`src/rtl/udp_reg_cmd_decoder_if.sv`:
```
// UDP receive payload stream into the register command decoder.
// Valid-only stream: a byte transfers on every rgmii_clk edge with udp_rec_data_valid=1;
// there is no ready, the decoder accepts every byte it is offered.
interface udp_reg_cmd_decoder_if;
  logic        udp_rec_data_valid;
  logic [7:0]  udp_rec_rdata;
  logic [15:0] udp_rec_data_length;

  modport master (output udp_rec_data_valid, udp_rec_rdata, udp_rec_data_length);
  modport slave  (input  udp_rec_data_valid, udp_rec_rdata, udp_rec_data_length);
endinterface

```
`src/rtl/udp_reg_cmd_decoder.sv`:
```
// Decodes MAGIC-prefixed UDP payloads of (address, data) records into register bank writes,
// keeps good/bad packet counters and drives activity and heartbeat LEDs.
module udp_reg_cmd_decoder #(
  parameter int          N_REGS        = 16,
  parameter int          DATA_W        = 32,
  parameter logic [7:0]  MAGIC         = 8'hA5,
  parameter logic [23:0] LED_HOLD      = 24'd6_250_000,
  parameter logic [31:0] HEARTBEAT_CYC = 32'h1_FFF_FFF
) (
  input  logic                     rgmii_clk,
  input  logic                     rstn,
  udp_reg_cmd_decoder_if.slave     rx,
  output logic                     reg_wr_en,
  output logic [7:0]               reg_wr_addr,
  output logic [DATA_W-1:0]        reg_wr_data,
  output logic [N_REGS*DATA_W-1:0] reg_bank,
  output logic [15:0]              pkt_ok_cnt,
  output logic [15:0]              pkt_err_cnt,
  output logic                     led_act,
  output logic                     led_hb,
  output logic [1:0]               fsm_state
);
  localparam int NB = DATA_W / 8;

  typedef enum logic [1:0] {IDLE = 2'd0, ADDR = 2'd1, DATA = 2'd2, DROP = 2'd3} state_t;
  state_t state, state_nxt;

  logic              valid;
  logic [7:0]        rdata;
  logic              addr_in_range;
  logic              last_byte;
  logic              pkt_end;
  logic [DATA_W-1:0] data_nxt;

  logic [15:0]       byte_cnt, len_q;
  logic [3:0]        dcnt;
  logic [7:0]        addr_q;
  logic              addr_ok, err_q, rec_seen, silent_q, resync_q;
  logic [DATA_W-1:0] shift_q;
  logic              wr_pend, end_pend, end_bad;
  logic [7:0]        pend_addr;
  logic [DATA_W-1:0] pend_data;
  logic [23:0]       act_timer;
  logic [31:0]       hb_cnt;

  assign valid         = rx.udp_rec_data_valid;
  assign rdata         = rx.udp_rec_rdata;
  assign addr_in_range = ({1'b0, rdata} < 9'(N_REGS));
  assign last_byte     = (dcnt == 4'(NB - 1));
  assign pkt_end       = (state != IDLE) && !valid;
  assign data_nxt      = (shift_q << 8) | DATA_W'(rdata);
  assign led_act       = |act_timer;
  assign fsm_state     = state;

  always_ff @(posedge rgmii_clk) begin
    if (!rstn) state <= IDLE;
    else       state <= state_nxt;
  end

  // resync_q marks bytes left over from a packet cut by reset; they are dropped silently
  always_comb begin
    state_nxt = state;
    case (state)
      IDLE: if (valid) state_nxt = (resync_q || rdata != MAGIC) ? DROP : ADDR;
      ADDR: state_nxt = valid ? DATA : IDLE;
      DATA: if (!valid)        state_nxt = IDLE;
            else if (last_byte) state_nxt = ADDR;
      DROP: if (!valid) state_nxt = IDLE;
      default: state_nxt = IDLE;
    endcase
  end

  always_ff @(posedge rgmii_clk) begin
    if (!rstn) begin
      byte_cnt    <= '0;
      len_q       <= '0;
      dcnt        <= '0;
      addr_q      <= '0;
      addr_ok     <= 1'b0;
      err_q       <= 1'b0;
      rec_seen    <= 1'b0;
      silent_q    <= 1'b0;
      resync_q    <= 1'b1;
      shift_q     <= '0;
      wr_pend     <= 1'b0;
      end_pend    <= 1'b0;
      end_bad     <= 1'b0;
      pend_addr   <= '0;
      pend_data   <= '0;
      reg_wr_en   <= 1'b0;
      reg_wr_addr <= '0;
      reg_wr_data <= '0;
      reg_bank    <= '0;
      pkt_ok_cnt  <= '0;
      pkt_err_cnt <= '0;
      act_timer   <= '0;
      hb_cnt      <= '0;
      led_hb      <= 1'b0;
    end else begin
      wr_pend   <= 1'b0;
      end_pend  <= 1'b0;
      reg_wr_en <= wr_pend;
      if (wr_pend) begin
        reg_wr_addr <= pend_addr;
        reg_wr_data <= pend_data;
        for (int r = 0; r < N_REGS; r++)
          if (pend_addr == 8'(r)) reg_bank[r*DATA_W +: DATA_W] <= pend_data;
      end

      if (end_pend && end_bad) begin
        pkt_err_cnt <= pkt_err_cnt + 16'd1;
        if (act_timer != '0) act_timer <= act_timer - 24'd1;
      end else if (end_pend) begin
        pkt_ok_cnt <= pkt_ok_cnt + 16'd1;
        act_timer  <= LED_HOLD;
      end else if (act_timer != '0) begin
        act_timer <= act_timer - 24'd1;
      end

      if (hb_cnt == HEARTBEAT_CYC) begin
        hb_cnt <= '0;
        led_hb <= ~led_hb;
      end else begin
        hb_cnt <= hb_cnt + 32'd1;
      end

      case (state)
        IDLE: begin
          if (valid) begin
            len_q    <= rx.udp_rec_data_length;
            byte_cnt <= 16'd1;
            rec_seen <= 1'b0;
            silent_q <= resync_q;
            err_q    <= (rdata != MAGIC);
          end
          resync_q <= 1'b0;
        end
        ADDR: if (valid) begin
          byte_cnt <= byte_cnt + 16'd1;
          addr_q   <= rdata;
          addr_ok  <= addr_in_range;
          dcnt     <= '0;
          if (!addr_in_range) err_q <= 1'b1;
        end
        DATA: if (valid) begin
          byte_cnt <= byte_cnt + 16'd1;
          shift_q  <= data_nxt;
          dcnt     <= dcnt + 4'd1;
          if (last_byte) begin
            rec_seen <= 1'b1;
            if (addr_ok) begin
              wr_pend   <= 1'b1;
              pend_addr <= addr_q;
              pend_data <= data_nxt;
            end
          end
        end
        DROP: if (valid) byte_cnt <= byte_cnt + 16'd1;
        default: ;
      endcase

      // Verdict is taken on the valid=0 cycle and applied to the counters one edge later
      if (pkt_end && !silent_q) begin
        end_pend <= 1'b1;
        end_bad  <= err_q || (state == DATA) || (byte_cnt != len_q) || !rec_seen;
      end
    end
  end
endmodule

```
`src/flat_wrapper.sv`:
```
// flat-port wrapper written by rule: the top's interface ports become plain ports
module udp_reg_cmd_decoder_flat 
#(
  parameter int          N_REGS        = 16,
  parameter int          DATA_W        = 32,
  parameter logic [7:0]  MAGIC         = 8'hA5,
  parameter logic [23:0] LED_HOLD      = 24'd6_250_000,
  parameter logic [31:0] HEARTBEAT_CYC = 32'h1_FFF_FFF
)
  (rgmii_clk, rstn, reg_wr_en, reg_wr_addr, reg_wr_data, reg_bank, pkt_ok_cnt, pkt_err_cnt, led_act, led_hb, fsm_state, rx_udp_rec_data_valid, rx_udp_rec_rdata, rx_udp_rec_data_length);
  udp_reg_cmd_decoder_if rx_i ();
  input  logic rgmii_clk;
  input  logic rstn;
  output logic reg_wr_en;
  output logic [7:0] reg_wr_addr;
  output logic [DATA_W-1:0] reg_wr_data;
  output logic [N_REGS*DATA_W-1:0] reg_bank;
  output logic [15:0] pkt_ok_cnt;
  output logic [15:0] pkt_err_cnt;
  output logic led_act;
  output logic led_hb;
  output logic [1:0] fsm_state;
  input wire logic [$bits(rx_i.udp_rec_data_valid)-1:0] rx_udp_rec_data_valid;
  input wire logic [$bits(rx_i.udp_rec_rdata)-1:0] rx_udp_rec_rdata;
  input wire logic [$bits(rx_i.udp_rec_data_length)-1:0] rx_udp_rec_data_length;
  assign rx_i.udp_rec_data_valid = rx_udp_rec_data_valid;
  assign rx_i.udp_rec_rdata = rx_udp_rec_rdata;
  assign rx_i.udp_rec_data_length = rx_udp_rec_data_length;
  udp_reg_cmd_decoder #(.N_REGS(N_REGS), .DATA_W(DATA_W), .MAGIC(MAGIC), .LED_HOLD(LED_HOLD), .HEARTBEAT_CYC(HEARTBEAT_CYC)) u_core (.rgmii_clk(rgmii_clk), .rstn(rstn), .rx(rx_i), .reg_wr_en(reg_wr_en), .reg_wr_addr(reg_wr_addr), .reg_wr_data(reg_wr_data), .reg_bank(reg_bank), .pkt_ok_cnt(pkt_ok_cnt), .pkt_err_cnt(pkt_err_cnt), .led_act(led_act), .led_hb(led_hb), .fsm_state(fsm_state));
endmodule
```
`config.mk`:
```
export PLATFORM = sky130hd
export DESIGN_NAME = udp_reg_cmd_decoder_flat
export DESIGN_NICKNAME = d
export VERILOG_FILES = /design/src/rtl/udp_reg_cmd_decoder_if.sv /design/src/rtl/udp_reg_cmd_decoder.sv /design/src/flat_wrapper.sv
export SDC_FILE = /design/constraint.sdc
export NUM_CORES = 2
export LEC_CHECK = 0
export CAP_MARGIN = 20
export CORE_UTILIZATION = 40
export DETAILED_ROUTE_END_ITERATION = 7
export GPL_TIMING_DRIVEN = 0
export PLACE_DENSITY = 0.68
export SLEW_MARGIN = 5
export SYNTH_ARGS = -nofsm -noshare
export SYNTH_HDL_FRONTEND = slang
export SYNTH_SLANG_ARGS = --single-unit
```
`constraint.sdc`:
```
create_clock -name rgmii_clk -period 2.1 [get_ports rgmii_clk]
set_input_delay 0.21 -clock rgmii_clk [delete_from_list [all_inputs] [get_ports rgmii_clk]]
set_output_delay 0.21 -clock rgmii_clk [all_outputs]
set_load 0.02 [all_outputs]
```
==> flow_summary.html <==
<table>
<tr><th>Metric</th><th>Value</th></tr>
<tr><th colspan="2">Route</th></tr>
<tr><td>Residual DRC</td><td>0</td></tr>
<tr><td>1st-iter DRT viols</td><td>2478</td></tr>
<tr><td>Number of nets with antenna violations after detailed routing</td><td>0</td></tr>
<tr><td>Total wirelength of the detailed-routed design</td><td>115700 um</td></tr>
<tr><td>Count of vias placed by the detailed router</td><td>between 20000 and 30000</td></tr>
<tr><td>Drt pass-1 iters</td><td>6</td></tr>
<tr><td>Vias/cell</td><td>around 5.3</td></tr>
<tr><td>Routed wire length per instance</td><td>between 20 and 25 um</td></tr>
<tr><th colspan="2">Synth</th></tr>
<tr><td>Leading area contributor after synthesis</td><td>sky130_fd_sc_hd__dfxtp_1</td></tr>
<tr><td>Share of the synthesized area in compound gates (AO/OA/AOI/OAI)</td><td>0.1220</td></tr>
<tr><td>Main flop type after synthesis</td><td>sky130_fd_sc_hd__dfxtp_1</td></tr>
<tr><td>Top-count cell post-synth</td><td>sky130_fd_sc_hd__nand2_1</td></tr>
<tr><td>Count of flip-flops with a built-in enable after synthesis</td><td>0</td></tr>
<tr><td>Post-synthesis average cell area</td><td>between 7 and 8 um^2</td></tr>
<tr><td>Synthesis warning total</td><td>0</td></tr>
<tr><td>Cell area after technology mapping</td><td>27720 um^2</td></tr>
<tr><td>Post-synth top cells</td><td>sky130_fd_sc_hd__nand2_1 (1255), sky130_fd_sc_hd__dfxtp_1 (760), sky130_fd_sc_hd__a21oi_1 (618)</td></tr>
<tr><td>Area contributors post-synth</td><td>sky130_fd_sc_hd__dfxtp_1 (55%), sky130_fd_sc_hd__nand2_1 (17%), sky130_fd_sc_hd__a21oi_1 (11%), sky130_fd_sc_hd__clkbuf_1 (3.3%), sky130_fd_sc_hd__nor2_1 (2.2%)</td></tr>
<tr><td>Main combinational cell family by area after synthesis</td><td>simple AND/OR/NAND/NOR gates</td></tr>
<tr><td>Post-synth ARST share</td><td>0</td></tr>
<tr><td>Yosys top cell area share</td><td>0.5489</td></tr>
<tr><td>Basic-gate share of the synthesized area counting and, or, nand and nor cells</td><td>0.2319</td></tr>
<tr><td>Gate count after technology mapping</td><td>around 3500</td></tr>
<tr><td>Synth Area in XOR/XNOR</td><td>0.03192</td></tr>
<tr><td>Post-synthesis net count</td><td>~3500</td></tr>
<tr><td>Mux share of post-synthesis cell area</td><td>0.01770</td></tr>
<tr><td>Sequential area share after synthesis</td><td>0.5489</td></tr>
<tr><td>Number of library cell types mapped by synthesis</td><td>57</td></tr>
<tr><td>Number of storage elements in the synthesis netlist</td><td>760</td></tr>
<tr><td>Synthesized-area fraction occupied by adder cells</td><td>0.002709</td></tr>
<tr><th colspan="2">Clock network</th></tr>
<tr><td>TritonCTS clock tree</td><td>yes</td></tr>
<tr><td>Clock transition at the register clock pins on the worst setup and hold paths after CTS</td><td>0.06 ns</td></tr>
<tr><td>Worst-skew pair later-pin latency</td><td>0.62 ns</td></tr>
<tr><td>Number of clock sinks</td><td>760</td></tr>
<tr><td>TritonCTS buffer count</td><td>79</td></tr>
<tr><td>Root buffer selected by CTS</td><td>sky130_fd_sc_hd__clkbuf_16</td></tr>
<tr><td>Number of levels in the clock H-tree</td><td>3</td></tr>
<tr><td>Post-CTS Hold Fix Bufs</td><td>0</td></tr>
<tr><td>Worst-case clock buffer depth</td><td>3</td></tr>
<tr><th colspan="2">Final layout</th></tr>
<tr><td>Total area of sequential cells</td><td>15230 um^2</td></tr>
<tr><td>Final std cell area, no fill</td><td>between 40000 and 50000 um^2</td></tr>
<tr><td>Fraction of layout cells with a size suffix above 1</td><td>0.1537</td></tr>
<tr><td>Number of non-filler instances in the completed layout</td><td>5238</td></tr>
<tr><td>Number of antenna diodes</td><td>0</td></tr>
<tr><td>Number of nets at the end of the flow</td><td>4279</td></tr>
<tr><td>Filler Cells Inserted</td><td>slightly below 6000</td></tr>
<tr><td>Layout Area Growth over Synthesis</td><td>48.09%</td></tr>
<tr><td>Area of combinational cells with multiple inputs</td><td>about 13000 um^2</td></tr>
<tr><th colspan="2">Place</th></tr>
<tr><td>Post-place instance area</td><td>about 35000 um^2</td></tr>
<tr><td>Final RePlAce weighted congestion</td><td>~0.9</td></tr>
<tr><td>Count of buffers from port buffering</td><td>between 600 and 700</td></tr>
<tr><td>Placed Instances</td><td>~5000</td></tr>
<tr><td>HPWL reported at the end of detailed placement</td><td>~80000 um</td></tr>
<tr><th colspan="2">Global routing</th></tr>
<tr><td>Overall Global Routing Usage</td><td>0.3101</td></tr>
<tr><td>Global routing met1 resource utilization</td><td>0.4099</td></tr>
<tr><td>GRT met2 Usage</td><td>0.4695</td></tr>
<tr><td>Number of global-route vias before repair</td><td>roughly 25000</td></tr>
<tr><td>Met3 routing resource usage after global routing</td><td>0.08619</td></tr>
<tr><td>Wire length of the first global-routing pass</td><td>between 150000 and 200000 um</td></tr>
<tr><td>Maximum number of pins on one net before global-route repair</td><td>15</td></tr>
<tr><td>Initial antenna violation count</td><td>2</td></tr>
<tr><td>GRT overflow</td><td>0</td></tr>
<tr><td>GR peak layer</td><td>met2</td></tr>
<tr><th colspan="2">Critical path</th></tr>
<tr><td>Data required time at the worst endpoint</td><td>between 1.5 and 2 ns</td></tr>
<tr><td>Crit path capture type</td><td>output port</td></tr>
<tr><td>Crit path DAT</td><td>around 2.5 ns</td></tr>
<tr><td>Maximum fanout along the worst path</td><td>2</td></tr>
<tr><td>Crit Path Category</td><td>flop to output port</td></tr>
<tr><td>Category of the worst setup path launch point</td><td>flop</td></tr>
<tr><th colspan="2">Die</th></tr>
<tr><td>Area enclosed by the die boundary</td><td>between 70000 and 80000 um^2</td></tr>
<tr><td>Ports</td><td>slightly above 600</td></tr>
<tr><td>Overall die height</td><td>around 270 um</td></tr>
<tr><td>Count of standard-cell rows</td><td>96</td></tr>
<tr><td>Initial core utilization</td><td>0.4041</td></tr>
<tr><td>CORE AREA</td><td>about 70000 um^2</td></tr>
<tr><td>Floorplan die width</td><td>265.2 um</td></tr>
<tr><th colspan="2">Pwr</th></tr>
<tr><td>Peak ir drop on the vdd network</td><td>roughly 700 uV</td></tr>
<tr><td>Leakage</td><td>between 10 and 15 nW</td></tr>
<tr><td>Pwr per Cell Area</td><td>780.1 nW/um^2</td></tr>
<tr><th colspan="2">Timing</th></tr>
<tr><td>Final critical-path setup slack</td><td>-0.5862 ns</td></tr>
<tr><td>Slew at the pin closest to its max-slew limit</td><td>1.160 ns</td></tr>
<tr><td>Slew Viols, Final</td><td>0</td></tr>
<tr><td>Max-Slew Margin vs Limit</td><td>0.2264</td></tr>
<tr><td>Final critical path time including I/O delays and setup</td><td>approximately 2.7 ns</td></tr>
<tr><td>Share of the clock period used by the worst path</td><td>1.279</td></tr>
<tr><td>Final setup violation count</td><td>between 100 and 150</td></tr>
<tr><td>Total negative slack</td><td>-13.23 ns</td></tr>
<tr><td>RSZ-0062 raised after global routing</td><td>yes</td></tr>
<tr><td>Final-layout worst hold slack</td><td>roughly 0.13 ns</td></tr>
<tr><td>Clock Skews</td><td>~0.026 ns</td></tr>
<tr><td>Achievable clock frequency</td><td>372.3 MHz</td></tr>
<tr><td>Final number of hold-violating endpoints</td><td>0</td></tr>
<tr><th colspan="2">Min path</th></tr>
<tr><td>Worst min-delay path category</td><td>input pin to flop</td></tr>
<tr><th colspan="2">Run status</th></tr>
<tr><td>Status</td><td>complete, but fails checks</td></tr>
<tr><td>Failing checks</td><td>negative setup slack</td></tr>
<tr><th colspan="2">Job</th></tr>
<tr><td>Max-Cap Viols</td><td>0</td></tr>
</table>
==> cells by family (layout without fill, tap and decap cells) <==
logic type      count (synthesis)  in the layout
mux                            49             49
flops                         760            760
simple gates                 1594           1594
compound gates                660            660
fa+ha+maj                       6              6
buf+inv                       308           1137
xor+xnor                      101            101
==> cell usage in the layout (no fill, tap or decap), types with 29 or more instances in the layout <==
cell type                            n
sky130_fd_sc_hd__clkbuf_16          87
sky130_fd_sc_hd__buf_4              53
sky130_fd_sc_hd__nand4_1            29
sky130_fd_sc_hd__nand2_1          1113
sky130_fd_sc_hd__nand2_2            43
sky130_fd_sc_hd__nor2_1            153
sky130_fd_sc_hd__xnor2_1            36
sky130_fd_sc_hd__mux2i_1            49
sky130_fd_sc_hd__a21oi_2           124
sky130_fd_sc_hd__a21oi_1           494
sky130_fd_sc_hd__dfxtp_1           752
sky130_fd_sc_hd__buf_12             31
sky130_fd_sc_hd__clkbuf_2           42
sky130_fd_sc_hd__clkbuf_1          166
sky130_fd_sc_hd__buf_6              34
sky130_fd_sc_hd__xor2_1             64
sky130_fd_sc_hd__nand3_1            36
sky130_fd_sc_hd__clkdlybuf4s50_1   614
sky130_fd_sc_hd__nand2_4            94
==> path summary, 6_finish.rpt <==
| check | startpoint | slack [ns] | to | cells past startpoint |
|---|---|---|---|---|
| setup / recovery | u_core.act_timer[0] | -0.59 | led_act | 7 |
| hold reg to reg | u_core.addr_q[4] | 0.43 | u_core.pend_addr[4] | 2 |
| setup reg to reg | u_core.act_timer[1] | -0.24 | u_core.act_timer[11] | 6 |
| hold / removal | rx_udp_rec_data_length[4] | 0.13 | u_core.len_q[4] | 3 |
==> registers in the layout, indices dropped and copies added (netlist names), 2 cells and up <==
signal and count:
u_core.fsm_state 2, u_core.shift_q 24, u_core.pend_addr 8, u_core.addr_q 8, u_core.reg_wr_data 32, u_core.len_q 16
u_core.byte_cnt 16, u_core.pend_data 32, u_core.act_timer 24, u_core.pkt_ok_cnt 16, u_core.reg_bank 512, u_core.dcnt 4
u_core.reg_wr_addr 8, u_core.hb_cnt 32, u_core.pkt_err_cnt 16
==> layer usage <==
metal,vias to the layer above,share of wire
met5,-,0
met4,0,0.049
met3,247,0.095
met2,1237,0.44
met1,13270,0.42
li1,12830,-
==> critical path: stages (launching register included) <==
cell and delay [ns]:
sky130_fd_sc_hd__dfxtp_2 0.33, sky130_fd_sc_hd__inv_2 0.06, sky130_fd_sc_hd__ha_4 0.12, sky130_fd_sc_hd__or3b_4 0.37, sky130_fd_sc_hd__or4_4 0.45, sky130_fd_sc_hd__buf_6 0.14
sky130_fd_sc_hd__or2_4 0.25, sky130_fd_sc_hd__buf_6 0.13
==> through the flow <==
stage / utilization / worst slack (ns) / total power, W
detailed placement: 0.5117 / -1.005 / 0.01712
finish: 0.5984 / -0.5862 / 0.03202
global route: 0.5984 / -0.6449 / 0.03299
global placement: 0.5112 / -1.401 / 0.01709
CTS: 0.5743 / -0.7514 / 0.03139
floorplan: - / -0.03692 / 0.01657
==> power by group <==
| part | switching, W | internal, W | total, W |
|---|---|---|---|
| combinational | 0.00168 | 0.00125 | 0.00293 |
| clock | 0.00597 | 0.00820 | 0.0142 |
| sequential | 0.000285 | 0.0146 | 0.0149 |
==> timing repair <==
item / CTS / global route
gates resized for setup: 297 / 529
buffers inserted: 44 / 39
endpoints found under the setup margin: 665 / 574
pin swaps: 56 / 179
gates cloned: 14 / 6
==> final cells by class <==
cell class                 count  share of cell area
sequential                   760              0.3711
clock inverter                25            0.006371
timing repair buffer         708              0.1786
tap                          931             0.02838
multi-input combinational   2410              0.3160
clock buffer                 117             0.05682
buffer                       271             0.04131
inverter                      16            0.001463
No activity file was read; power rests on OpenSTA's default activity.
